**src/rtl/key_lut_cam.sv**
```systemverilog
// key_lut_cam: small fully associative key->data table with a valid/ready lookup port.
// Writes install or update entries (victim replacement when full).
// Lookups return a registered response one cycle after acceptance.
module key_lut_cam #(
  parameter int unsigned N_KEY       = 4,
  parameter int unsigned KEY_LEN     = 8,
  parameter int unsigned DATA_LEN    = 16,
  parameter bit          HAS_DEFAULT = 1'b0
) (
  input  logic                             clk,
  input  logic                             rst_n,
  input  logic                             wr_en,
  input  logic [KEY_LEN-1:0]               wr_key,
  input  logic [DATA_LEN-1:0]              wr_data,
  input  logic                             flush,
  input  logic                             lk_valid,
  output logic                             lk_ready,
  input  logic [KEY_LEN-1:0]               lk_key,
  input  logic [DATA_LEN-1:0]              default_out,
  output logic                             rsp_valid,
  input  logic                             rsp_ready,
  output logic [DATA_LEN-1:0]              rsp_data,
  output logic                             rsp_hit,
  output logic [$clog2(N_KEY)-1:0]         rsp_idx,
  output logic [$clog2(N_KEY+1)-1:0]       count
);

  localparam int unsigned IDX_W = $clog2(N_KEY);
  localparam int unsigned CNT_W = $clog2(N_KEY + 1);
  localparam logic [IDX_W-1:0] LAST_IDX = IDX_W'(N_KEY - 1);

  logic [N_KEY-1:0]    valid;
  logic [KEY_LEN-1:0]  keys [N_KEY];
  logic [DATA_LEN-1:0] data [N_KEY];
  logic [IDX_W-1:0]    victim;

  logic             lk_hit;
  logic [IDX_W-1:0] lk_idx;
  logic             wr_hit;
  logic [IDX_W-1:0] wr_hit_idx;
  logic             free_found;
  logic [IDX_W-1:0] free_idx;
  logic             wr_do;
  logic [IDX_W-1:0] wr_idx;
  logic             lk_accept;

  // Search the table for the lookup key, the write key and the lowest free slot.
  always_comb begin
    lk_hit     = 1'b0;
    lk_idx     = '0;
    wr_hit     = 1'b0;
    wr_hit_idx = '0;
    free_found = 1'b0;
    free_idx   = '0;
    for (int i = 0; i < int'(N_KEY); i++) begin
      if (!lk_hit && valid[i] && (keys[i] == lk_key)) begin
        lk_hit = 1'b1;
        lk_idx = IDX_W'(i);
      end
      if (!wr_hit && valid[i] && (keys[i] == wr_key)) begin
        wr_hit     = 1'b1;
        wr_hit_idx = IDX_W'(i);
      end
      if (!free_found && !valid[i]) begin
        free_found = 1'b1;
        free_idx   = IDX_W'(i);
      end
    end
  end

  // Choose the entry a write lands in: existing key, else lowest free slot, else victim.
  always_comb begin
    wr_do  = wr_en && !flush;
    wr_idx = victim;
    if (wr_hit) begin
      wr_idx = wr_hit_idx;
    end else if (free_found) begin
      wr_idx = free_idx;
    end
  end

  assign lk_ready  = !rsp_valid || rsp_ready;
  assign lk_accept = lk_valid && lk_ready;

  // Key and data storage; contents are only meaningful where the valid bit is set.
  always_ff @(posedge clk) begin
    if (wr_do) begin
      keys[wr_idx] <= wr_key;
      data[wr_idx] <= wr_data;
    end
  end

  // Valid bits, occupancy count and round-robin victim pointer.
  always_ff @(posedge clk or negedge rst_n) begin
    if (!rst_n) begin
      valid  <= '0;
      count  <= '0;
      victim <= '0;
    end else if (flush) begin
      valid  <= '0;
      count  <= '0;
      victim <= '0;
    end else if (wr_en && !wr_hit) begin
      valid[wr_idx] <= 1'b1;
      if (free_found) begin
        count <= count + CNT_W'(1);
      end else begin
        victim <= (victim == LAST_IDX) ? '0 : victim + IDX_W'(1);
      end
    end
  end

  // Response register: captures pre-edge lookup result, holds while stalled.
  always_ff @(posedge clk or negedge rst_n) begin
    if (!rst_n) begin
      rsp_valid <= 1'b0;
      rsp_hit   <= 1'b0;
      rsp_idx   <= '0;
      rsp_data  <= '0;
    end else if (lk_accept) begin
      rsp_valid <= 1'b1;
      rsp_hit   <= lk_hit;
      rsp_idx   <= lk_hit ? lk_idx : '0;
      if (lk_hit) begin
        rsp_data <= data[lk_idx];
      end else begin
        rsp_data <= HAS_DEFAULT ? default_out : '0;
      end
    end else if (rsp_ready) begin
      rsp_valid <= 1'b0;
    end
  end

endmodule
```
**config.mk**
```make
export PLATFORM = sky130hd
export DESIGN_NAME = key_lut_cam
export DESIGN_NICKNAME = d
export VERILOG_FILES = /design/src/rtl/key_lut_cam.sv
export SDC_FILE = /design/constraint.sdc
export NUM_CORES = 1
export LEC_CHECK = 0
export ABC_AREA = 1
export CAP_MARGIN = 20
export CORE_ASPECT_RATIO = 0.75
export CORE_UTILIZATION = 40
export CTS_CLUSTER_SIZE = 8
export DETAILED_ROUTE_END_ITERATION = 6
export GPL_TIMING_DRIVEN = 0
export MAX_ROUTING_LAYER = met4
export PLACE_DENSITY = 0.67
export SETUP_SLACK_MARGIN = 0.3
export SYNTH_ARGS = -nofsm -noshare
export SYNTH_HDL_FRONTEND = slang
export SYNTH_SLANG_ARGS = --single-unit
```
**constraint.sdc**
```tcl
create_clock -name clk -period 3.2 [get_ports clk]
set_clock_uncertainty 0.2 [all_clocks]
set_input_delay 0.8 -clock clk [delete_from_list [all_inputs] [get_ports clk]]
set_output_delay 0.8 -clock clk [all_outputs]
set_load 0.005 [all_outputs]
```
Word-level counts from Yosys, hierarchy flattened
Memories as Yosys holds them, arrays and structs flattened.
Cells that the tools add are included.
{ "totals": {"input_bits": 54, "ramBits": 96, "n_memories": 2, "output_inout_bits": 24, "register_bits": 29} }
{ "classes": {"bitwise": 1, "n_mux": 40, "addsub": 2, "eq_ne": 10, "n_lt_le_gt_ge": 2, "n_reduce_logical": 41} }
{ "memory_table": {"columns": ["name", "words", "width", "read_ports", "rd_ports_with_merged_regs", "wr", "line_no", "rtl"], "rows": [
  ["data", 4, 16, 1, 0, 1, "34", "logic [DATA_LEN-1:0] data [N_KEY];"],
  ["keys", 4, 8, 4, 0, 1, "33", "logic [KEY_LEN-1:0] keys [N_KEY];"]
]} }
{ "op_table": {"columns": ["op", "count"], "rows": [
  ["8-bit == test", 8],
  ["2-bit 2-to-1 mux", 13],
  ["1-bit logical AND", 21],
  ["1-bit 2-to-1 mux", 20],
  ["16-bit 2-to-1 mux", 1],
  ["1-bit logical NOT", 14],
  ["3-bit 2-to-1 mux", 3],
  ["4-bit 2-to-1 mux", 2],
  ["2-bit nonzero test", 3],
  ["4-bit bitwise OR", 1],
  ["2-bit AND reduction", 2],
  ["3-bit by 1-bit adder with 3-bit output (second input constant)", 1],
  ["2-bit by 3-bit less-than comparator with 1-bit output (second input constant)", 1],
  ["2-bit by 1-bit adder with 2-bit output (second input constant)", 1],
  ["1-bit demux with 2-bit select", 1],
  ["2-bit == test (second input constant)", 1],
  ["2-bit by 1-bit greater-or-equal comparator with 1-bit output (second input constant)", 1],
  ["2-bit != test (second input constant)", 1],
  ["1-bit logical OR", 1]
]} }

Depth between registers and ports, before layout
An unclocked memory read counts as a cell.
{ "logic_depth": {"depth_word": 24, "mapped_depth": 15, "depth_no_buf": 14} }

Worst setup path after synthesis
No wires, ideal clock.
{ "synth_timing": {"kind": "input-to-reg", "from": "input wr_key[3]", "to": "memory data[0][0] (enable)", "required_time_ps": 2565, "t_arrival_ps": 3352, "setup_slack_ps": -787, "stages": 11, "setup_time_ps": 435, "path_cell_list": "inv_1 > nand2_1 > and2_0 > and3_1 > nand2_1 > nand2_1 > nor2_2 > nand2_1 > nand2_1 > inv_1 > nor3_1"} }
{ "synth_between": {"elab_chain_cells": 16, "elab_cells_between_ends": 22} }
{ "synth_rtl": {"columns": ["item", "line_no", "rtl"], "rows": [
  ["start, declared", "13", "input logic [KEY_LEN-1:0] wr_key,"],
  ["8-bit == test", "60", "if (!wr_hit && valid[i] && (keys[i] == wr_key)) begin"],
  ["1-bit logical AND", "60", null],
  ["1-bit 2-to-1 mux", "60", null],
  ["1-bit logical NOT", "60", null],
  ["1-bit logical AND (2 in series)", "60", null],
  ["1-bit 2-to-1 mux", "60", null],
  ["1-bit logical NOT", "60", null],
  ["1-bit logical AND (2 in series)", "60", null],
  ["1-bit 2-to-1 mux", "60", null],
  ["1-bit logical NOT", "60", null],
  ["1-bit logical AND (2 in series)", "60", null],
  ["2-bit 2-to-1 mux / 1-bit 2-to-1 mux (equally long branches)", "60", null],
  ["2-bit 2-to-1 mux *", "75", "if (wr_hit) begin"],
  ["end, declared", "34", null]
]} }
Mark *: on every way between the ends. The rest lies on a longest branch, timed or not.

Final worst setup path
{ "layout_timing": {"from": "input lk_key[5]", "to": "register rsp_data[15]"} }
{ "layout_between": {"elab_chain_cells": 17, "elab_cells_between_ends": 23} }
{ "layout_rtl": {"columns": ["item", "line_no", "rtl"], "rows": [
  ["start, declared", "18", "input logic [KEY_LEN-1:0] lk_key,"],
  ["8-bit == test", "56", "if (!lk_hit && valid[i] && (keys[i] == lk_key)) begin"],
  ["1-bit logical AND", "56", null],
  ["1-bit 2-to-1 mux", "56", null],
  ["1-bit logical NOT", "56", null],
  ["1-bit logical AND (2 in series)", "56", null],
  ["1-bit 2-to-1 mux", "56", null],
  ["1-bit logical NOT", "56", null],
  ["1-bit logical AND (2 in series)", "56", null],
  ["1-bit 2-to-1 mux", "56", null],
  ["1-bit logical NOT", "56", null],
  ["1-bit logical AND (2 in series)", "56", null],
  ["2-bit 2-to-1 mux", "56", null],
  ["memory 4 x 16 bit", null, null],
  ["16-bit 2-to-1 mux *", "124", "if (lk_hit) begin"],
  ["end signal, assigned", "125", "rsp_data <= data[lk_idx];"],
  ["end signal, assigned", "127", "rsp_data <= HAS_DEFAULT ? default_out : '0;"],
  ["end, declared", "22", "output logic [DATA_LEN-1:0] rsp_data,"]
]} }
Marks and branches as above.
A chain may end at the register's enable or synchronous reset.

==> summary.md <==
| Metric | Value |
|---|---|
| Result of the run | finished, final reports clean |
| CP Capture Type | flop |
| Global-route wire length before repair | 22.9 mm |
| Post-DR wirelength/cell | 16.9 um |
| Max-cap violations | 0 |
| Routed vias | 4505 |
| Growth of design area from synthesis to finish | 31.1% |
| Port Buf Inserts | 60 |
| Sink count of the clock tree | 125 |
| #FFs+latches synth | 125 |
| Mean post-synth cell area | 9.89 um^2 |
| Maximum number of pins on one net before global-route repair | 18 |
| Remaining max-slew budget at the tightest pin | 47.5% |
| # rows | 37 |
| Cts hold-fix bufs | 0 |
| Top cell type by total area after synthesis | edfxtp_1 |
| Boundary Pins | 78 |
| Cells on Worst Hold Path | 2 |
| Sequential standard cell area | 3610 um^2 |
| Via count of the first global-routing pass | 4220 |
| Setup TNS | 0 ns |
| Summed instance area of the synthesized netlist | 5770 um^2 |
| ANT nets after route | 0 |
| Final wirelength | 14.7 mm |
| Leading register cell type out of synthesis | edfxtp_1 |
| Sequence of cells on the critical path | clkdlybuf4s50_1, inv_2, o22ai_1, nor3_2, nand3_4, clkbuf_1, nand3_1, nand3_1, nand3_1, nand2_1 |
| Vertical die dimension | 106 um |
| Finished Layout Cells | 867 |
| Number of endpoints with negative hold slack in the final report | 0 |
| Number of inserted filler cells in the final layout | 1200 |
| Maximum clock frequency | 358 MHz |
| Worst-case register-to-register setup slack | 0.56 ns |
| Combined area of the multi-input logic cells | 1960 um^2 |
| Layout cells sized above 1 | 14.7% |
| Total congestion overflow after global routing | 0 |
| Number of nets in the synthesized netlist | 640 |
| WP data arrival | 2.95 ns |
| Master of the slowest instance on the critical path | clkdlybuf4s50_1 |
| Category of the critical setup timing path | in -> reg |
| Final nets | 736 |
| Source-to-sink clock delay at the later pin of the worst-skew pair | 0.41 ns |
| Synthesized netlist cell count | 584 |
| Iter 0 DRT Violations | 431 |
| Critical path peak fanout | 10 |
| Clock tree from TritonCTS | yes |
| Launch point of the worst reg-to-reg path | valid[2] |
| Total inserted antenna cells | 0 |
| Pwr dens | 564 nW/um^2 |
| CP endpoint | rsp_data[15] |
| Longest individual stage delay on the worst path | 0.55 ns |
| Gpl congestion | 0.971 |
| Cell leakage power | 0.00319 uW |
| Synth unique cells | 35 |
| Minimum period implied by the final worst setup slack | 2.80 ns |
| Worst voltage drop across the vdd grid | 0.363 mV |
| Share of the clock period used by the worst path | 87.4% |
| Worst Tran Pin Value | 0.786 ns |
| Overall fraction of global-route tracks in use | 21.3% |
| Final setup fails | 0 |
| Reg-to-reg critical path endpoint | data[0][10] |
| Initial core utilization | 41.6% |
| Number of DRC violations after detailed routing | 0 |
| Root buf cell | clkbuf_16 |
| Most numerous cell types in the synthesized netlist | nand2_1 (186), edfxtp_1 (96), nand3_1 (93) |
| Most instantiated library cell after synthesis | nand2_1 |
| Drt pass-1 iters | 5 |
| Post-route cell area | 7570 um^2 |
| Proportion of register bits with asynchronous set or reset after synthesis | 23.2% |
| Placed Area | 6790 um^2 |
| Die Outline Area | 14900 um^2 |
| Worst Reg2Reg Path Length in Cells | 10 |
| Total power | 4270 uW |
| Maximum level of the CTS H-tree | 4 |
| Hold slack | 0.280 ns |
| Maximum clock insertion buffer count | 2 |
| Count of flip-flops with a built-in enable after synthesis | 96 |
| Top-area cell type share of the netlist area | 49.9% |
| Post-DR vias/cell | 5.20 |
| Post-detail-place hpwl | 10.3 mm |
| CP Launch Point | lk_key[5] |
| Area of the placeable core | 13900 um^2 |
| Ys Warns | 0 |
| CP startpoint kind | primary input |
| Antenna violations before repair | 0 |
| Horizontal extent of the die | 141 um |
| Proportion of synthesized chip area in sequential cells | 62.5% |
| Setup repair after global routing missed its margin | no |
| Number of CTS-inserted buffers | 17 |
| Worst-path clk slew | 0.06 ns |
| Worst EP required | 3.35 ns |
| Final Slew Violations | 0 |
| Hold Path Class | reg -> reg |
| Synth top area cells | edfxtp_1 (50%), dfrtp_1 (13%), nand2_1 (12%) |
| Instance count after placement with tap cells included | 824 |
| Cell occurring most often along the worst timing path | nand3_1 |
## area by class of cell
cell class / instances / area share (%)
Tap cell: 175 / 2.89
Timing Repair Buffer: 77 / 10.6
Multi-Input combinational cell: 396 / 25.9
Buffer: 15 / 1.39
Clock inverter: 13 / 3.13
Inverter: 48 / 2.61
Sequential cell: 125 / 47.7
Clock buffer: 18 / 5.80
## how the worst min path moves through the flow
stage            startpoint            to  slack (ns)
2_1_floorplan     victim[1]     victim[1]        0.27
3_3_place_gp    rsp_data[2]   rsp_data[2]        0.26
3_5_place_dp    rsp_data[1]   rsp_data[1]        0.27
4_1_cts         rsp_data[1]   rsp_data[1]        0.28
5_1_grt        rsp_data[15]  rsp_data[15]        0.30
6_report       rsp_data[11]  rsp_data[11]        0.28
## critical path, delay by kind of cell
kind | cells | cell delay, ns
and+or+nand+nor | 6 | 0.73
buffers and inverters | 3 | 1.15
AOI/OAI and AO/OA | 1 | 0.26
## power breakdown
group          internal [uW]  total [uW]  switching (uW)
Clock                   1490        2200             710
Combinational            106         263             157
Sequential              1790        1810            17.2
Total                   3380        4270             884
## kinds of logic (layout without fill, tap and decap cells)
| family | count (synthesis) | after routing | share of synthesized area, % |
|---|---|---|---|
| compound gates | 27 | 27 | 2.62 |
| simple gates | 349 | 349 | 26.8 |
| buf+inv | 63 | 171 | 4.88 |
| fa+ha+maj | 2 | 2 | 0.433 |
| xor+xnor | 18 | 18 | 2.73 |
| flops | 125 | 125 | 62.5 |
## layer usage
metal / vias to the layer above / routed length [um] / GRT usage [%]
li1: 2171 / - / -
met1: 2142 / 6870 / 29.8
met2: 173 / 6510 / 31.2
met3: 19 / 1120 / 4.50
met4: 0 / 182 / 6.60
met5: - / 0 / -
## registers in the layout, summed over array words and instances (netlist names)
name / count
victim: 2
rsp_data: 16
keys: 32
rsp_idx: 2
rsp_hit: 1
count: 3
valid: 4
data: 64
rsp_valid: 1
## cell usage in the layout (no fill, tap or decap), types with 2 or more instances in the layout
master	n
nor2_2	3
dfrtp_1	29
buf_16	3
inv_6	3
inv_1	36
nand2_2	5
nor3_2	3
edfxtp_1	96
buf_4	12
nand3_4	2
o21ai_0	7
dlymetal6s2s_1	3
nand3b_1	3
nand4_1	8
buf_6	6
inv_4	2
xor2_1	12
buf_2	4
o22ai_1	5
clkbuf_16	18
inv_2	9
nor3_4	4
ha_1	2
nor2_1	34
o21ai_1	5
nor2_4	3
nand3_1	93
nor3_1	2
xnor2_1	6
clkbuf_1	4
clkinv_4	2
clkdlybuf4s50_1	48
a21oi_1	7
bufinv_16	6
clkbuf_2	7
nand2_1	183
## through the flow
stage          setup WS (ns)  util, %
3_3_place_gp           -1.25     48.0
4_1_cts                0.329     54.2
5_1_grt                0.308     54.5
6_report               0.404     54.5
3_5_place_dp          -0.874     48.9
2_1_floorplan          0.214        -
## timing repair
| action | 4_1_cts | 5_1_grt |
|---|---|---|
| cloned | 0 | 1 |
| gates resized for setup | 15 | 28 |
| pin swaps | 4 | 3 |
| setup endpoints to repair | 97 | 106 |
| setup buffers | 8 | 3 |
(Power assumes the default switching activity.)
